**config.mk**
```make
export PLATFORM = sky130hd
export DESIGN_NAME = cycle_term_ctrl
export DESIGN_NICKNAME = d
export VERILOG_FILES = /design/src/rtl/cycle_term_ctrl.sv
export SDC_FILE = /design/constraint.sdc
export NUM_CORES = 1
export LEC_CHECK = 0
export CORE_MARGIN = 2
export CORE_UTILIZATION = 50
export DETAILED_ROUTE_END_ITERATION = 8
export GPL_TIMING_DRIVEN = 0
export PLACE_DENSITY = 0.87
export SLEW_MARGIN = 20
export SYNTH_ARGS = -nofsm -noshare
export SYNTH_HDL_FRONTEND = slang
export SYNTH_SLANG_ARGS = --single-unit
```
**constraint.sdc**
```tcl
create_clock -name C14M -period 2.5 [get_ports C14M]
set_clock_uncertainty 0.2 [all_clocks]
set_input_delay 0.5 -clock C14M [delete_from_list [all_inputs] [get_ports C14M]]
set_output_delay 0.5 -clock C14M [all_outputs]
set_load 0.01 [all_outputs]
```
**src/rtl/cycle_term_ctrl.sv**
```systemverilog
// Bus-cycle terminator for the 68000 accelerator: per-channel wait-state DTACK,
// external DTACK merge, BERR on unterminated external cycles, safe clock-speed switching.
module cycle_term_ctrl #(
    parameter int NUM_CH      = 2,
    parameter int WS_WIDTH    = 4,
    parameter int SYNC_STAGES = 2,
    parameter int TIMEOUT     = 255
) (
    input  logic                         C14M,
    input  logic                         RESET,
    input  logic                         AS_CPU_n,
    input  logic [NUM_CH-1:0]            CH_SEL,
    input  logic [NUM_CH*WS_WIDTH-1:0]   CH_WS,
    input  logic                         DTACK_MB_n,
    input  logic                         M6800_DTACK_n,
    input  logic                         SW1,
    output logic                         DTACK_n,
    output logic                         BERR_n,
    output logic                         CLK_SEL,
    output logic [NUM_CH-1:0]            CH_ACK
);

    localparam int IW = (NUM_CH > 32'sd1) ? $clog2(NUM_CH) : 32'sd1;
    localparam int TW = $clog2(TIMEOUT + 32'sd1);
    localparam logic [TW-1:0]       T_LAST = TW'(TIMEOUT - 32'sd1);
    localparam logic [TW-1:0]       T_ONE  = TW'(1'b1);
    localparam logic [WS_WIDTH-1:0] W_ONE  = WS_WIDTH'(1'b1);

    typedef enum logic [2:0] {
        S_IDLE = 3'd0,
        S_WAIT = 3'd1,
        S_EXT  = 3'd2,
        S_ACK  = 3'd3,
        S_ERR  = 3'd4,
        S_DONE = 3'd5
    } state_t;

    logic [SYNC_STAGES-1:0] as_sync_r;
    logic [SYNC_STAGES-1:0] sw_sync_r;
    logic                   as_s;
    logic                   sw_s;
    logic                   ext_ack_s;
    logic                   sel_any_s;
    logic [IW-1:0]          sel_idx_s;
    logic [WS_WIDTH-1:0]    sel_ws_s;

    state_t                 state_r,       state_nxt_s;
    logic [WS_WIDTH-1:0]    cnt_r,         cnt_nxt_s;
    logic [TW-1:0]          tcnt_r,        tcnt_nxt_s;
    logic [IW-1:0]          idx_r,         idx_nxt_s;
    logic                   dtack_int_n_r, dtack_int_n_nxt_s;
    logic                   berr_n_r,      berr_n_nxt_s;
    logic                   clk_sel_r,     clk_sel_nxt_s;
    logic [NUM_CH-1:0]      ch_ack_r,      ch_ack_nxt_s;

    function automatic logic [NUM_CH-1:0] onehot(input logic [IW-1:0] idx);
        logic [NUM_CH-1:0] v;
        for (int i = 0; i < NUM_CH; i++) begin
            v[i] = (idx == IW'(i));
        end
        return v;
    endfunction

    // Synchronisers for the asynchronous address strobe and speed switch
    always_ff @(posedge C14M) begin
        if (RESET) begin
            as_sync_r <= {SYNC_STAGES{1'b1}};
            sw_sync_r <= {SYNC_STAGES{1'b1}};
        end else begin
            as_sync_r <= {as_sync_r[SYNC_STAGES-2:0], AS_CPU_n};
            sw_sync_r <= {sw_sync_r[SYNC_STAGES-2:0], SW1};
        end
    end

    assign as_s      = as_sync_r[SYNC_STAGES-1];
    assign sw_s      = sw_sync_r[SYNC_STAGES-1];
    assign ext_ack_s = ~(DTACK_MB_n & M6800_DTACK_n);
    assign sel_any_s = |CH_SEL;
    assign DTACK_n   = dtack_int_n_r & DTACK_MB_n & M6800_DTACK_n;
    assign BERR_n    = berr_n_r;
    assign CLK_SEL   = clk_sel_r;
    assign CH_ACK    = ch_ack_r;

    // Priority encoder: lowest selected channel and its wait-state count
    always_comb begin
        sel_idx_s = {IW{1'b0}};
        sel_ws_s  = {WS_WIDTH{1'b0}};
        for (int i = NUM_CH - 1; i >= 32'sd0; i--) begin
            sel_idx_s = CH_SEL[i] ? IW'(i) : sel_idx_s;
            sel_ws_s  = CH_SEL[i] ? CH_WS[i*WS_WIDTH +: WS_WIDTH] : sel_ws_s;
        end
    end

    // Next-state and next-output logic of the termination FSM
    always_comb begin
        state_nxt_s       = state_r;
        cnt_nxt_s         = cnt_r;
        tcnt_nxt_s        = tcnt_r;
        idx_nxt_s         = idx_r;
        dtack_int_n_nxt_s = dtack_int_n_r;
        berr_n_nxt_s      = berr_n_r;
        clk_sel_nxt_s     = clk_sel_r;
        ch_ack_nxt_s      = ch_ack_r;
        case (state_r)
            S_IDLE: begin
                if (!as_s) begin
                    if (sel_any_s) begin
                        state_nxt_s = S_WAIT;
                        cnt_nxt_s   = sel_ws_s;
                        idx_nxt_s   = sel_idx_s;
                    end else begin
                        state_nxt_s = S_EXT;
                        tcnt_nxt_s  = {TW{1'b0}};
                    end
                end else if (DTACK_n) begin
                    // Speed changes only while the bus is fully quiet
                    clk_sel_nxt_s = sw_s;
                end else begin
                    clk_sel_nxt_s = clk_sel_r;
                end
            end
            S_WAIT: begin
                if (as_s) begin
                    state_nxt_s = S_IDLE;
                end else if (cnt_r == {WS_WIDTH{1'b0}}) begin
                    state_nxt_s       = S_ACK;
                    dtack_int_n_nxt_s = 1'b0;
                    ch_ack_nxt_s      = onehot(idx_r);
                end else begin
                    cnt_nxt_s = cnt_r - W_ONE;
                end
            end
            S_ACK: begin
                if (as_s) begin
                    state_nxt_s       = S_IDLE;
                    dtack_int_n_nxt_s = 1'b1;
                    ch_ack_nxt_s      = {NUM_CH{1'b0}};
                end else begin
                    state_nxt_s = S_ACK;
                end
            end
            S_EXT: begin
                // External acknowledge outranks both abort and timeout
                if (ext_ack_s) begin
                    state_nxt_s = S_DONE;
                end else if (as_s) begin
                    state_nxt_s = S_IDLE;
                end else if (tcnt_r == T_LAST) begin
                    state_nxt_s  = S_ERR;
                    berr_n_nxt_s = 1'b0;
                end else begin
                    tcnt_nxt_s = tcnt_r + T_ONE;
                end
            end
            S_ERR: begin
                if (as_s) begin
                    state_nxt_s  = S_IDLE;
                    berr_n_nxt_s = 1'b1;
                end else begin
                    state_nxt_s = S_ERR;
                end
            end
            S_DONE: begin
                if (as_s) begin
                    state_nxt_s = S_IDLE;
                end else begin
                    state_nxt_s = S_DONE;
                end
            end
            default: begin
                state_nxt_s       = S_IDLE;
                dtack_int_n_nxt_s = 1'b1;
                berr_n_nxt_s      = 1'b1;
                ch_ack_nxt_s      = {NUM_CH{1'b0}};
            end
        endcase
    end

    // State, counter and registered output updates
    always_ff @(posedge C14M) begin
        if (RESET) begin
            state_r       <= S_IDLE;
            cnt_r         <= {WS_WIDTH{1'b0}};
            tcnt_r        <= {TW{1'b0}};
            idx_r         <= {IW{1'b0}};
            dtack_int_n_r <= 1'b1;
            berr_n_r      <= 1'b1;
            clk_sel_r     <= 1'b1;
            ch_ack_r      <= {NUM_CH{1'b0}};
        end else begin
            state_r       <= state_nxt_s;
            cnt_r         <= cnt_nxt_s;
            tcnt_r        <= tcnt_nxt_s;
            idx_r         <= idx_nxt_s;
            dtack_int_n_r <= dtack_int_n_nxt_s;
            berr_n_r      <= berr_n_nxt_s;
            clk_sel_r     <= clk_sel_nxt_s;
            ch_ack_r      <= ch_ack_nxt_s;
        end
    end

endmodule

```
==> results.md, run 1 <==
- Status: completed
- Largest net degree at the start of global routing: 15
- R2r endpoint: tcnt_r[1]
- FILL cells: 214
- Max Clk Rate: 0.415 GHz
- VDD IR max: 0.380 mV
- Unrepaired setup endpoints after global routing: no
- Clock Latency Late Sink: 0.34 ns
- Detailed-route via count: 1272
- HPWL Detailed: 2240 um
- Clk root buf: clkbuf_4
- Final layout net count: 204
- Global-route wire length before repair: 4900 um
- CTS max path bufs: 2
- Core area: 2450 um2
- DIE AREA: 3000 um2
- Hold endpoint: as_sync_r[1]
- Clock Sinks: 25
- Congestion Overflow GR: 0
- Layout Area Growth over Synthesis: 19.8%
- Layout cells sized above 1: 6.52%
- Gpl congestion: 0.850
- Die X: 54.7 um
- CTS H-tree depth: 1
- Crit end category: output port
- Core Rows: 18
- Initial Utilization: 52.4%
- Seq cells post-synth: 25
- Fin area: 1540 um2
- Worst slew pin tran: 0.457 ns
- Drt wl/cell: 14.0 um
- Hold path depth: 1
- Yosys top cell by area: dfxtp_1
- Final design utilization: 62.8%
- MaxCap Viol Count: 0
- Area share of the leading cell type in the synthesized netlist: 38.9%
- Worst Path Arrival: 1.71 ns
- WL final: 3000 um
- Setup_tns: 0 ns
- Fin. max-slew vios: 0
- Antenna cells: 0
- Setup violators final: 0
- Antenna violations before repair: 0
- Die Ht: 54.7 um
- Cts bufs inserted: 3
- Final hold violation count: 0
- P_leak: 0.541 nW
- Postcts setup bufs: 0
- Async S/R FF share, synth: 0%
- Final period utilization: 96.4%
- IO Pins: 21
- ANT nets after route: 0
- Post-route DRC: 0
- Post-DP Area: 1520 um2
- Reg2reg start: tcnt_r[1]
- CTS Hold Bufs: 0
- Synth top area cells: dfxtp_1 39%, a21oi_1 6.2%, o21ai_0 4.7%
- Initial DRT Pass Iterations: 5
- R2R setup slack: 0.36 ns
- Total Power: 0.683 mW
- Final hold slack: 0.223 ns
- Worst Hold Launch: as_sync_r[0]
- CTS tree: done
- Clock slew at reported path FFs: 0.13 ns
- Distinct cells, synth: 37
- CTS resizes: 0
- CP max FO: 3
- Storage cell area: 500 um2
- Crit path kind: in -> out
- Prevailing post-synth register cell: dfxtp_1
- Beginning of the critical path: DTACK_MB_n
- Sequential area share after synthesis: 38.9%
- Tot GR Track Use: 22.8%
- Syn_nets: 180
- Setup crit start kind: primary input
- Syn Std Cell Area: 1290 um2
- Mapped Cells: 161
- PortBufs: 19
- EDFF count, synth: 0
- Min Clock Period, post-route: 2.41 ns
- Multi-input gate area: 718 um2
- Max-Slew Margin vs Limit: 69.3%
- Post-synth top cells: 25 x dfxtp_1, 16 x a21oi_1, 13 x nand2_1
- Vias per inst: 5.94
- 1st-iter DRT viols: 56
- Synthesis Warnings: 0
- Power per Cell Area: 443 nW/um2
- Leading cell type by number of instances after synthesis: dfxtp_1
- Vias in the first global route: 1169
- WP data required: 1.80 ns
- Syn avg cell area: 8.00 um2
- HP Class: reg -> reg
- Worst r2r path cells: 7
==> area by class of cell <==
class                   instances  share of cell area (%)
clock buffers                   3                    1.46
well taps                      30                    2.43
repair buffers                 19                    12.3
clock inverters                 1                   0.324
flip-flops and latches         25                    32.4
plain buffers                  10                    3.49
inverters                       4                   0.973
multi-input cells             122                    46.6
==> through the flow <==
| step | setup WS [ns] | cells |
|---|---|---|
| 6_report | 0.0912 | 214 |
| 3_3_place_gp | 0.0417 | 210 |
| 4_1_cts | 0.0882 | 214 |
| 3_5_place_dp | 0.0140 | 210 |
| 5_1_grt | 0.0470 | 214 |
| 2_1_floorplan | 0.569 | 161 |
==> per-layer routing <==
metal / wire (um) / GRT usage, %
met1: 1250 / 24.5
met2: 1480 / 42.1
met3: 215 / 6.01
met4: 60 / 8.33
met5: 0 / 0
==> registers in the layout (all words and copies together) (netlist names) <==
name / flops
BERR_n: 1
tcnt_r: 8
sw_sync_r: 2
cnt_r: 4
idx_r: 1
as_sync_r: 2
dtack_int_n_r: 1
CH_ACK: 2
state_r: 3
CLK_SEL: 1
==> critical path, stage by stage <==
cell and delay, ns:
clkdlybuf4s50_1 0.49, and3_1 0.18, clkdlybuf4s50_1 0.53
==> worst max-delay path by stage <==
stage	end	slack, ns	cells past startpoint
5_1_grt	DTACK_n	0.05	3
3_5_place_dp	tcnt_r[1]	0.01	7
3_3_place_gp	tcnt_r[1]	0.04	7
4_1_cts	DTACK_n	0.09	3
6_report	DTACK_n	0.09	3
2_1_floorplan	cnt_r[2]	0.57	6
==> power breakdown <==
| part | internal, mW | total [mW] | switching (mW) |
|---|---|---|---|
| logic | 0.0437 | 0.0844 | 0.0407 |
| clock network | 0.0605 | 0.190 | 0.130 |
| registers | 0.405 | 0.408 | 0.00317 |
==> cell families after synthesis <==
family | count (synthesis) | share of synthesized area, %
buf+inv | 14 | 5.34
simple gates | 70 | 28.3
flops | 25 | 38.9
compound gates | 47 | 22.9
mux | 2 | 1.65
fa+ha+maj | 3 | 2.92
==> cells in the final DEF, fill, tap and decap left out, types with 4 or more instances in the layout <==
cell type,synthesis,layout
a21oi_1,16,16
clkbuf_1,7,7
clkdlybuf4s50_1,0,19
dfxtp_1,25,25
inv_1,4,4
nand2_1,13,13
nand2b_1,4,4
nand3_1,8,8
nor2_1,11,11
nor2b_1,6,6
nor3_1,8,8
o21ai_0,12,12
or2_2,4,4
or3_1,5,5
(Power assumes the default switching activity.)
==> run 2, diff against run 1 <==
--- a/config.mk
+++ b/config.mk
@@ -6,10 +6,11 @@
 export NUM_CORES = 1
 export LEC_CHECK = 0
 export CORE_MARGIN = 2
-export CORE_UTILIZATION = 50
+export CORE_UTILIZATION = 55
 export DETAILED_ROUTE_END_ITERATION = 8
 export GPL_TIMING_DRIVEN = 0
-export PLACE_DENSITY = 0.87
+export PLACE_DENSITY = 0.94
+export SKIP_CTS_REPAIR_TIMING = 1
 export SLEW_MARGIN = 20
 export SYNTH_ARGS = -nofsm -noshare
 export SYNTH_HDL_FRONTEND = slang
==> constraint.sdc (replaced) <==
create_clock -name C14M -period 2.81 [get_ports C14M]
set_clock_uncertainty 0.2 [all_clocks]
set_input_delay 0.562 -clock C14M [delete_from_list [all_inputs] [get_ports C14M]]
set_output_delay 0.562 -clock C14M [all_outputs]
set_load 0.01 [all_outputs]
==> results.md, run 2 (same netlist as run 1, synthesis figures left out) <==
- Crit-path max cell delay: 0.54 ns (about the same)
- Vias in the first global route: 1126 (-3.7%)
- IO Pins: 21 (unchanged)
- Clk root buf: clkbuf_4
- GRT busiest layer: met2
- Hold path depth: 1 (unchanged)
- 1st-iter DRT viols: 32 (-43%)
- Antenna cells: 0 (unchanged)
- Biggest regs: tcnt_r (8), cnt_r (4), state_r (3)
- Setup violators final: 0 (unchanged)
- Critical path buffers and inverters: 2 (unchanged)
- Clock slew at reported path FFs: 0.14 ns (about the same)
- Gpl congestion: 0.879 (+3.4%)
- Detailed-route via count: 1245 (-2.1%)
- Cts bufs inserted: 3 (unchanged)
- Crit path max-delay cell type: clkdlybuf4s50_1
- CP top delay family: buffers and inverters
- Max Clk Rate: 0.394 GHz
- Core area: 2210 um2 (-9.9%)
- Worst Hold Launch: sw_sync_r[0]
- Clock Sinks: 25 (unchanged)
- HP Class: reg -> reg
- Power per Cell Area: 385 nW/um2 (-13%)
- Vias per inst: 5.87 (-1.2%)
- Most frequent cells in the layout: 25 x dfxtp_1, 19 x clkdlybuf4s50_1, 16 x a21oi_1, 13 x nand2_1, 12 x o21ai_0
- PortBufs: 19 (unchanged)
- Grt met1 use: 27.6% (+3.2 points)
- Largest register FFs: 8 (unchanged)
- HPWL Detailed: 2060 um (-8.1%)
- CTS max path bufs: 2 (unchanged)
- Die Ht: 52.4 um (-4.3%)
- Min Clock Period, post-route: 2.54 ns
- Most common cell after layout, fill and taps aside: dfxtp_1
- FILL cells: 182 (-15%)
- Antenna violations before repair: 0 (unchanged)
- Worst Path Arrival: 1.78 ns (+0.07 ns)
- Initial DRT Pass Iterations: 5 (unchanged)
- Total Power: 0.592 mW (-13%)
- DIE AREA: 2740 um2 (-8.5%)
- Met2 Use GR: 39.6% (-2.5 points)
- CTS tree: done
- Global-route wire length before repair: 4640 um (-5.2%)
- Crit end category: output port
- Worst-path cell chain: clkdlybuf4s50_1 -> and3_1 -> clkdlybuf4s50_1
- Setup_tns: 0 ns (unchanged)
- Final layout net count: 204 (unchanged)
- Worst r2r path cells: 6 (-1)
- MaxCap Viol Count: 0 (unchanged)
- R2R setup slack: 0.70 ns (+0.34 ns)
- Core Rows: 17 (-1)
- R2r endpoint: cnt_r[2]
- Congestion Overflow GR: 0 (unchanged)
- Status: completed
- Final hold violation count: 0 (unchanged)
- Largest net degree at the start of global routing: 14 (-1)
- CTS H-tree depth: 1 (unchanged)
- Drt wl/cell: 13.1 um (-6.4%)
- CP dominant cell by count: clkdlybuf4s50_1
- Die X: 52.4 um (-4.3%)
- Unrepaired setup endpoints after global routing: no
- Top reg by flops: tcnt_r
- M3 GR Usage: 2.86% (-3.2 points)
- WP data required: 2.05 ns (+0.25 ns)
- P_leak: 0.538 nW (-0.50%)
- Layout cells sized above 1: 5.98% (-0.54 points)
- Fin. max-slew vios: 0 (unchanged)
- Post-route DRC: 0 (unchanged)
- WL final: 2780 um (-7.3%)
- Layout Area Growth over Synthesis: 19.5%
- DP Worst Slack: 0.274 ns (+0.260 ns)
- Tot GR Track Use: 22.0% (-0.74 points)
- Setup WS post-layout: 0.270 ns (+0.179 ns)
- Max-Slew Margin vs Limit: 68.9% (-0.43 points)
- CP max FO: 3 (unchanged)
- Setup crit start kind: primary input
- Initial Utilization: 58.2% (+5.8 points)
- Crit path kind: in -> out
- Worst slew pin tran: 0.467 ns (+0.00994 ns)
- ANT nets after route: 0 (unchanged)
- Final period utilization: 90.4%
- VDD IR max: 0.243 mV (-36%)
- Hold endpoint: sw_sync_r[1]
- Clock Latency Late Sink: 0.31 ns (-0.03 ns)
- Reg2reg start: as_sync_r[1]
[run 2: changes by cell type in the layout (fill, tap and decap cells not counted)]
cell | previous run | this run
clkinv_2 | 1 | 0
clkbuf_1 | 7 | 8
[run 2: through the flow]
step | utilization, % | cell area [um2] | hold WS, ns | instances
finish | 69.6 | 1540 | 0.233 | 212
global route | 69.6 | 1540 | 0.239 | 212
CTS | 69.6 | 1540 | 0.232 | 212
detailed placement | 68.4 | 1510 | 0.197 | 208
global placement | 68.4 | 1510 | 0.194 | 208
floorplan | - | 1290 | 0.189 | 161
[run 2: power breakdown]
group / switching (mW) / internal [mW] / total [mW] / leakage, nW
registers: 0.00285 / 0.360 / 0.363 / 0.203
logic: 0.0354 / 0.0389 / 0.0743 / 0.320
clock network: 0.0990 / 0.0553 / 0.154 / 0.0150
[run 2: per-layer routing]
metal / wire (um) / vias up
li1: - / 626
met1: 1260 / 551
met2: 1300 / 60
met3: 195 / 8
met4: 30 / 0
met5: 0 / -
[run 2: worst max-delay path by stage]
stage / start / to / depth (start not counted)
6_report: M6800_DTACK_n / DTACK_n / 3
5_1_grt: M6800_DTACK_n / DTACK_n / 3
4_1_cts: M6800_DTACK_n / DTACK_n / 3
3_5_place_dp: DTACK_MB_n / DTACK_n / 3
3_3_place_gp: DTACK_MB_n / DTACK_n / 3
2_1_floorplan: state_r[1] / cnt_r[2] / 6
[run 2: final cells by class]
cell class	instances	area, um2	area share (%)
Inverter	4	15.0	0.976
Multi-Input combinational cell	122	718	46.7
Tap cell	28	35.0	2.28
Clock buffer	4	26.3	1.71
Buffer	10	53.8	3.50
Timing Repair Buffer	19	190	12.4
Sequential cell	25	500	32.5
[run 2: worst reg2reg max path, cell delays in order (launching register included)]
cell	delay [ns]
dfxtp_1	0.34
clkbuf_1	0.20
or3_1	0.37
or3_1	0.39
buf_6	0.14
a211o_1	0.26
a21oi_1	0.14
==> run 3, diff against run 2 <==
--- a/config.mk
+++ b/config.mk
@@ -5,11 +5,13 @@
 export SDC_FILE = /design/constraint.sdc
 export NUM_CORES = 1
 export LEC_CHECK = 0
+export ABC_AREA = 1
+export ABC_CLOCK_PERIOD_IN_PS = 2810
 export CORE_MARGIN = 2
 export CORE_UTILIZATION = 55
 export DETAILED_ROUTE_END_ITERATION = 8
 export GPL_TIMING_DRIVEN = 0
-export PLACE_DENSITY = 0.94
+export PLACE_DENSITY = 0.93
 export SKIP_CTS_REPAIR_TIMING = 1
 export SLEW_MARGIN = 20
 export SYNTH_ARGS = -nofsm -noshare
==> results.md, run 3 <==
- Status: completed
- Layout Cells excl Fill: 286 (+35%)
- Core area: 2480 um2 (+12%)
- Combinational Power Share: 17.6% (+5.0 points)
- Clk root buf: clkbuf_4
- FILL cells: 210 (+15%)
- Pint: 0.467 mW (+2.8%)
- Fin area: 1710 um2 (+11%)
- Most frequent cells in the layout: 82 x nand2_1, 25 x dfxtp_1, 20 x nor2_1, 20 x a21oi_1, 20 x clkdlybuf4s50_1
- Sequential area share after synthesis: 34.6% (-4.2 points)
- PortBufs: 20 (+1)
- Min Clock Period, post-route: 2.63 ns (+0.0889 ns)
- Distinct cells, synth: 22 (-41%)
- CP dominant cell by count: clkdlybuf4s50_1
- Largest net degree at the start of global routing: 15 (+1)
- Setup violators final: 0 (unchanged)
- Worst Path Arrival: 1.87 ns (+0.09 ns)
- Clock Latency Late Sink: 0.32 ns (about the same)
- Syn_nets: 251 (+39%)
- Clock slew at reported path FFs: 0.13 ns (about the same)
- CTS max path bufs: 2 (unchanged)
- Top reg by flops: tcnt_r
- Initial DRT Pass Iterations: 5 (unchanged)
- Max Clk Rate: 0.380 GHz (-3.4%)
- Die Ht: 55.3 um (+5.5%)
- Async S/R FF share, synth: 0% (unchanged)
- WP data required: 2.05 ns (about the same)
- Mapped Cells: 232 (+44%)
- Fin. max-slew vios: 0 (unchanged)
- Vias per inst: 5.33 (-9.3%)
- ANT nets after route: 0 (unchanged)
- Max-Slew Margin vs Limit: 67.2% (-1.7 points)
- 1st-iter DRT viols: 87 (+170%)
- EDFF count, synth: 0 (unchanged)
- Congestion Overflow GR: 0 (unchanged)
- Worst slew pin tran: 0.492 ns (+0.0256 ns)
- Power share of the clock group: 25.1% (-1.0 points)
- Drt wl/cell: 10.8 um (-18%)
- VDD IR max: 0.390 mV (+60%)
- R2R setup slack: 1.04 ns (+0.34 ns)
- Largest register FFs: 8 (unchanged)
- Final hold slack: 0.228 ns (-0.00433 ns)
- P_leak: 0.705 nW (+31%)
- Gpl congestion: 0.935 (+6.3%)
- Multi-input gate area: 843 um2 (+17%)
- Synthesis Warnings: 0 (unchanged)
- Sequential share of power: 57.3% (-4.1 points)
- HP Class: reg -> reg
- Storage cell area: 500 um2 (unchanged)
- Setup WS post-layout: 0.182 ns (-0.0889 ns)
- Core Rows: 18 (+1)
- Final design utilization: 69.0% (-0.53 points)
- Syn avg cell area: 6.23 um2 (-22%)
- Syn Std Cell Area: 1450 um2 (+12%)
- NetSw: 0.180 mW (+31%)
- Clock Sinks: 25 (unchanged)
- CTS H-tree depth: 1 (unchanged)
- Antenna violations before repair: 0 (unchanged)
- Yosys top cell by area: dfxtp_1
- Layout cells sized above 1: 8.20% (+2.2 points)
- Total Power: 0.647 mW (+9.3%)
- Antenna cells: 0 (unchanged)
- Placed insts: 282 (+36%)
- Crit end category: output port
- Setup crit start kind: primary input
- Seq cells post-synth: 25 (unchanged)
- Global-route wire length before repair: 5420 um (+17%)
- Leading cell type by number of instances after synthesis: nand2_1
- IO Pins: 21 (unchanged)
- Switching Share: 27.8% (+4.6 points)
- CTS tree: done
- Post-DP Area: 1680 um2 (+11%)
- Synth top area cells: dfxtp_1 35%, nand2_1 21%, a21oi_1 6.9%
- Die X: 55.3 um (+5.5%)
- Vias in the first global route: 1394 (+24%)
- CP max FO: 3 (unchanged)
- Power per Cell Area: 378 nW/um2 (-1.7%)
- Layout Area Growth over Synthesis: 18.4%
- MaxCap Viol Count: 0 (unchanged)
- DIE AREA: 3050 um2 (+11%)
- Crit path kind: in -> out
- Area share of the leading cell type in the synthesized netlist: 34.6% (-4.2 points)
- Initial Utilization: 58.3% (+0.13 points)
- Cts bufs inserted: 3 (unchanged)
- Prevailing post-synth register cell: dfxtp_1
- Detailed-route via count: 1524 (+22%)
- Setup_tns: 0 ns (unchanged)
- Most common cell after layout, fill and taps aside: nand2_1
- Unrepaired setup endpoints after global routing: no
- Worst-path cell chain: clkdlybuf4s50_1 -> nand2_1 -> nor2_1 -> clkdlybuf4s50_1
- Final period utilization: 93.5% (+3.2 points)
- Final layout net count: 276 (+35%)
- HPWL Detailed: 2420 um (+17%)
- Biggest regs: tcnt_r (8), cnt_r (4), state_r (3)
- Final hold violation count: 0 (unchanged)
- Post-route DRC: 0 (unchanged)
- Post-synth top cells: 82 x nand2_1, 25 x dfxtp_1, 20 x a21oi_1, 20 x nor2_1, 19 x inv_1
- DP Worst Slack: 0.186 ns (-0.0877 ns)
- Tot GR Track Use: 21.0% (-1.0 points)
- WL final: 3080 um (+11%)
- Crit-path max cell delay: 0.56 ns (+0.02 ns)
- Crit path max-delay cell type: clkdlybuf4s50_1
[run 3: cell count changes after synthesis, moves of 8 or more]
cell     previous run  this run
inv_1               4        19
nand2_1            13        82
nand3_1             8        17
nor2_1             11        20
nor3_1              8         0
[run 3: area by class of cell]
cell class / instances / area share [%]
flip-flops and latches: 25 / 29.3
clock inverters: 1 / 0.293
inverters: 25 / 5.49
plain buffers: 2 / 0.439
well taps: 30 / 2.19
clock buffers: 3 / 1.32
repair buffers: 20 / 11.7
multi-input cells: 180 / 49.3
[run 3: power by group through the flow]
| stage | combinational [mW] | sequential (mW) | clock, mW |
|---|---|---|---|
| after global routing | 0.128 | 0.372 | 0.178 |
| after CTS | 0.113 | 0.370 | 0.166 |
| after global placement | 0.111 | 0.378 | 0 |
| after detailed placement | 0.113 | 0.378 | 0 |
| final | 0.114 | 0.370 | 0.163 |
| after floorplan | 0.0683 | 0.378 | 0 |
[run 3: worst max-delay path: cells and delay by family]
| kind | cells | cell delay (ns) |
|---|---|---|
| simple gates | 2 | 0.26 |
| buf+inv | 2 | 1.03 |
[run 3: cells by family (layout without fill, tap and decap cells)]
kind of cell / after synthesis / count (layout) / share of synthesized area (%)
xor+xnor: 2 / 2 / 1.21
flops: 25 / 25 / 34.6
simple gates: 139 / 139 / 41.6
buf+inv: 27 / 51 / 7.01
compound gates: 36 / 36 / 12.9
fa+ha+maj: 3 / 3 / 2.60
[run 3: per-layer routing]
metal | routed length (um) | share of wire (%) | GRT usage, %
met5 | 0 | 0 | 0
met4 | 11 | 0.36 | 5.57
met3 | 165 | 5.4 | 4.45
met2 | 1580 | 51 | 38.9
met1 | 1320 | 43 | 24.2
[run 3: path summary, 6_finish.rpt]
check                                   from           end  cells past startpoint
worst max-delay path              DTACK_MB_n       DTACK_n                      4
worst min register to register  sw_sync_r[0]  sw_sync_r[1]                      1
worst max register to register      cnt_r[0]      cnt_r[2]                      7
worst min-delay path            sw_sync_r[0]  sw_sync_r[1]                      1
